$ cat src/rtl/piso_serializer.sv
// Parallel-in serial-out transmitter with a one-word holding buffer.
// A word that is already held is chained straight onto the end of the previous word, so there is no idle cycle on the line.
module piso_serializer #(
    parameter int WIDTH     = 4,
    parameter bit MSB_FIRST = 1'b1
) (
    input  logic             clk,
    input  logic             clr_n,
    input  logic [WIDTH-1:0] in_data,
    input  logic             in_valid,
    output logic             in_ready,
    output logic             sdo,
    output logic             sframe,
    output logic             done
);

    localparam int CW = $clog2(WIDTH);
    localparam logic [CW-1:0] LAST   = CW'(WIDTH - 1);
    localparam logic [CW-1:0] PENULT = CW'(WIDTH - 2);

    typedef enum logic {IDLE, SHIFT} state_t;

    state_t           r_state;
    state_t           w_state_nxt;
    logic [WIDTH-1:0] r_hold;
    logic             r_hold_full;
    logic [WIDTH-1:0] r_shift;
    logic [CW-1:0]    r_count;
    logic             r_sdo;
    logic             r_sframe;
    logic             r_done;

    logic w_accept;
    logic w_last;
    logic w_load;

    function automatic logic first_bit(input logic [WIDTH-1:0] w);
        return MSB_FIRST ? w[WIDTH-1] : w[0];
    endfunction

    function automatic logic [WIDTH-1:0] advance(input logic [WIDTH-1:0] w);
        return MSB_FIRST ? (w << 1) : (w >> 1);
    endfunction

    // Accept needs an empty buffer and a load needs a full one, so the two never coincide.
    assign w_accept = in_valid & ~r_hold_full;
    assign w_last   = (r_state == SHIFT) && (r_count == LAST);
    assign w_load   = r_hold_full & ((r_state == IDLE) | w_last);

    assign in_ready = ~r_hold_full;
    assign sdo      = r_sdo;
    assign sframe   = r_sframe;
    assign done     = r_done;

    always_comb begin
        w_state_nxt = r_state;
        case (r_state)
            IDLE:    if (r_hold_full) w_state_nxt = SHIFT;
            SHIFT:   if (w_last && !r_hold_full) w_state_nxt = IDLE;
            default: w_state_nxt = IDLE;
        endcase
    end

    always_ff @(posedge clk or negedge clr_n) begin
        if (!clr_n) r_state <= IDLE;
        else        r_state <= w_state_nxt;
    end

    always_ff @(posedge clk or negedge clr_n) begin
        if (!clr_n) begin
            r_hold      <= '0;
            r_hold_full <= 1'b0;
            r_shift     <= '0;
            r_count     <= '0;
            r_sdo       <= 1'b0;
            r_sframe    <= 1'b0;
            r_done      <= 1'b0;
        end else begin
            if (w_accept) begin
                r_hold      <= in_data;
                r_hold_full <= 1'b1;
            end else if (w_load) begin
                r_hold_full <= 1'b0;
            end

            // r_shift holds only the bits not yet put on the line.
            if (w_load) begin
                r_sdo    <= first_bit(r_hold);
                r_shift  <= advance(r_hold);
                r_sframe <= 1'b1;
                r_count  <= '0;
                r_done   <= 1'b0;
            end else if (r_state == SHIFT && !w_last) begin
                r_sdo    <= first_bit(r_shift);
                r_shift  <= advance(r_shift);
                r_count  <= r_count + 1'b1;
                r_done   <= (r_count == PENULT);
            end else begin
                r_sdo    <= 1'b0;
                r_sframe <= 1'b0;
                r_count  <= '0;
                r_done   <= 1'b0;
            end
        end
    end

endmodule
$ cat config.mk
export PLATFORM = sky130hd
export DESIGN_NAME = piso_serializer
export DESIGN_NICKNAME = d
export VERILOG_FILES = /design/src/rtl/piso_serializer.sv
export SDC_FILE = /design/constraint.sdc
export NUM_CORES = 1
export LEC_CHECK = 0
export CAP_MARGIN = 5
export CORE_MARGIN = 2
export CORE_UTILIZATION = 40
export CTS_CLUSTER_SIZE = 10
export DETAILED_ROUTE_END_ITERATION = 12
export DONT_BUFFER_PORTS = 1
export GPL_TIMING_DRIVEN = 0
export SLEW_MARGIN = 20
export SYNTH_ARGS = -nofsm -noshare
export SYNTH_HDL_FRONTEND = slang
export SYNTH_SLANG_ARGS = --single-unit
$ cat constraint.sdc
create_clock -name clk -period 1.4 [get_ports clk]
set_input_delay 0.42 -clock clk [delete_from_list [all_inputs] [get_ports clk]]
set_output_delay 0.42 -clock clk [all_outputs]
set_load 0.02 [all_outputs]
==> results_dict.tcl <==
set metrics [dict create \
    synth_largest_type_area_fraction 0.589 \
    synth_commonest_cells "sky130_fd_sc_hd__dfrtp_1 (14), sky130_fd_sc_hd__mux2_2 (5), sky130_fd_sc_hd__mux2_4 (4), sky130_fd_sc_hd__nor2_1 (3)" \
    mappedNetlistArea_um2 594 \
    remaining_antenna_violation_count_after_routing 0 \
    clk_root_buf "sky130_fd_sc_hd__clkbuf_4" \
    grt_setup_unrepaired "no" \
    grt.overflow.total 0 \
    max_slew_margin 0.574 \
    final_layout_size_suffix_gt1_frac 0.449 \
    max-vdd-ir-drop_mv 0.913 \
    antenna_cells_inserted 0 \
    grt_start_max_net_pins 15 \
    post-synth-top-count-cell "sky130_fd_sc_hd__dfrtp_1" \
    via_count_of_the_routed_design 308 \
    design_area_um2 689 \
    port-buffer-count 0 \
    final-setup-viol-count 0 \
    drt_drc_violations_left 0 \
    placedInstanceArea_um2 613 \
    htree_levels 1 \
    first_global_vias 350 \
    number_of_search_and_repair_iterations_in_the_first_detailed_routing_pass 2 \
    achievable-frequency_mhz 757 \
    die_area_um2 1810 \
    cp_max_fo 5 \
    start_util 0.440 \
    fin_total_pwr_mw 1.72 \
    instances_no_fill 64 \
    clock_tree.buffer_depth 2 \
    finalCritPeriodShare 0.943 \
    drt_iter0_drc 1 \
    use_met2 0.169 \
    finalWeightedCongestion 0.709 \
    crit_arrival_ns 1.48 \
    grtUsageMet3 0.0259 \
    synth.avg_cell_area_um2 14.5 \
    drv.max_cap_violation_count 0 \
    power.leakage_nw 0.326 \
    flip_flop_and_latch_count_after_synthesis 14 \
    pwr_density_cell_nw_per_um2 2500 \
    syn2layout_area_growth_pct 16.0 \
    row_count 13 \
    worst_setup_path_start_kind "flop" \
    place_inst 56 \
    finClkSkew_ns 0.00554 \
    r2r_setup_slack_ns 0.08 \
    numCtsBuffers 3 \
    tightest_slew_ns 0.638 \
    finish.net_count 59 \
    netlist_top_cells_area "sky130_fd_sc_hd__dfrtp_1 (59%), sky130_fd_sc_hd__mux2_4 (10%), sky130_fd_sc_hd__mux2_2 (9.5%), sky130_fd_sc_hd__ha_1 (4.2%), sky130_fd_sc_hd__nor2b_4 (2.3%)" \
    grt_antenna_before_repair 0 \
    cts_sink_cnt 14 \
    die_width_um 42.5 \
    timing.final.max_slew_violations 0 \
    final.setup.tns_ns 0 \
    synth-async-reset-ratio 1.00 \
    path_class "reg2reg" \
    shortest_period_the_worst_path_allows_ns 1.32 \
    globalRouteMet1Util 0.164 \
    total_global_route_track_usage 0.122 \
    synth.lib_cells_used.distinct 16 \
    synth_cells 41 \
    critical_path_required_ns 1.56 \
    synth-seq-area-share 0.589 \
    grt_pass1_wl_mm 1.58 \
    syn_nets 50 \
    fp.dieH_um 42.5 \
    routed_wl_um 885 \
    path_clk_slew_ns 0.08 \
    number_of_enable_flip_flop_cells_after_synthesis 0 \
    clock_tree_from_tritoncts "yes" \
    ys_warn_count 0 \
    worstHoldPathType "in2reg" \
    run_status "finished clean" \
    io-pin-count 11 \
    route.detailed.vias_per_inst 4.81 \
    synthDominantAreaCellType "sky130_fd_sc_hd__dfrtp_1" \
    gr-max-usage-layer "met2" \
    route.detailed.wl_per_inst_um 13.8 \
    end_kind "flop" \
    final_core_utilization 0.511 \
    timing.final.hold_violations 0 \
    ys.flop_type "sky130_fd_sc_hd__dfrtp_1" \
    worstSkewPairLatency_ns 0.27 \
    standard_cell_core_area_um2 1350 \
]
[metrics by stage]
step                      hold slack [ns]  setup slack, ns
after floorplan                     0.124            0.133
after global placement              0.125           0.0401
after detailed placement            0.125           0.0238
after CTS                           0.278          0.00958
after global routing                0.275           0.0137
final                               0.291           0.0795
[area by class of cell]
type,count,area [µm²]
plain buffers,1,11.3
flip-flops and latches,14,350
clock buffers,4,36.3
repair buffers,4,32.5
inverters,2,11.3
fillers,120,661
well taps,15,18.8
multi-input cells,24,229
[worst paths after layout]
kind | from | to | cells after the start
worst max-delay path | r_count[0]$_DFF_PN0_ | sframe$_DFFE_PN0P_ | 3
worst min-delay path | in_data[0] | r_hold[0]$_DFFE_PN0P_ | 1
worst max register to register | r_count[0]$_DFF_PN0_ | sframe$_DFFE_PN0P_ | 3
worst min register to register | r_count[0]$_DFF_PN0_ | r_count[0]$_DFF_PN0_ | 1
max in group asynchronous | clr_n | sframe$_DFFE_PN0P_ | 1
min in group asynchronous | clr_n | sdo$_DFF_PN0_ | 1
[worst max-delay path: stages, from the launching register on]
cell	delay (ns)
sky130_fd_sc_hd__dfrtp_1	0.41
sky130_fd_sc_hd__ha_2	0.20
sky130_fd_sc_hd__and2b_2	0.27
sky130_fd_sc_hd__mux2_2	0.34
[routing by layer]
layer | vias to the layer above | routed length [µm] | part of all wire
met1 | 152 | 398 | 0.45
li1 | 150 | - | -
met5 | - | 0 | 0
met2 | 6 | 455 | 0.51
met3 | 0 | 30 | 0.034
met4 | 0 | 0 | 0
[timing repair]
action                                  4_1_cts  5_1_grt
gates resized for setup                       1        2
setup buffers                                 0        3
hold buffers                                  1        0
endpoints found under the setup margin        1        2
endpoints found under the hold margin        14        0
[flip-flops by register name, summed over array words and instances (netlist names)]
signal       flops
r_hold           4
sdo              1
done             1
r_shift          3
r_count          2
sframe           1
r_hold_full      1
r_state          1
[report_power, final]
part | total (mW) | switching [mW] | internal (mW) | leakage [nW]
clock network | 0.280 | 0.122 | 0.158 | 0.0210
logic | 0.699 | 0.290 | 0.409 | 0.134
registers | 0.743 | 0.148 | 0.595 | 0.170
total | 1.72 | 0.560 | 1.16 | 0.326
[cells in the final DEF (no fill, tap or decap)]
cell type and instances:
sky130_fd_sc_hd__dlygate4sd3_1 1, sky130_fd_sc_hd__nor2_1 3, sky130_fd_sc_hd__nor2b_4 1, sky130_fd_sc_hd__nand2b_1 1, sky130_fd_sc_hd__ha_1 1, sky130_fd_sc_hd__nand2_1 2, sky130_fd_sc_hd__mux2i_1 1, sky130_fd_sc_hd__buf_4 3
sky130_fd_sc_hd__and2b_2 1, sky130_fd_sc_hd__nand3b_1 1, sky130_fd_sc_hd__clkbuf_4 3, sky130_fd_sc_hd__o21ai_0 1, sky130_fd_sc_hd__ha_2 1, sky130_fd_sc_hd__dfrtp_1 14, sky130_fd_sc_hd__clkbuf_8 1, sky130_fd_sc_hd__clkinvlp_4 1
sky130_fd_sc_hd__mux2_4 4, sky130_fd_sc_hd__a21o_2 1, sky130_fd_sc_hd__and2_1 1, sky130_fd_sc_hd__mux2_2 5, sky130_fd_sc_hd__buf_6 1, sky130_fd_sc_hd__inv_1 1
[cells by family (layout without fill, tap and decap cells)]
group | Yosys count | in the layout | synth area share
flops | 14 | 14 | 0.589
mux | 10 | 10 | 0.213
simple gates | 10 | 10 | 0.101
buf+inv | 3 | 11 | 0.0316
fa+ha+maj | 2 | 2 | 0.0421
compound gates | 2 | 2 | 0.0232
No activity file was read; power rests on OpenSTA's default activity.
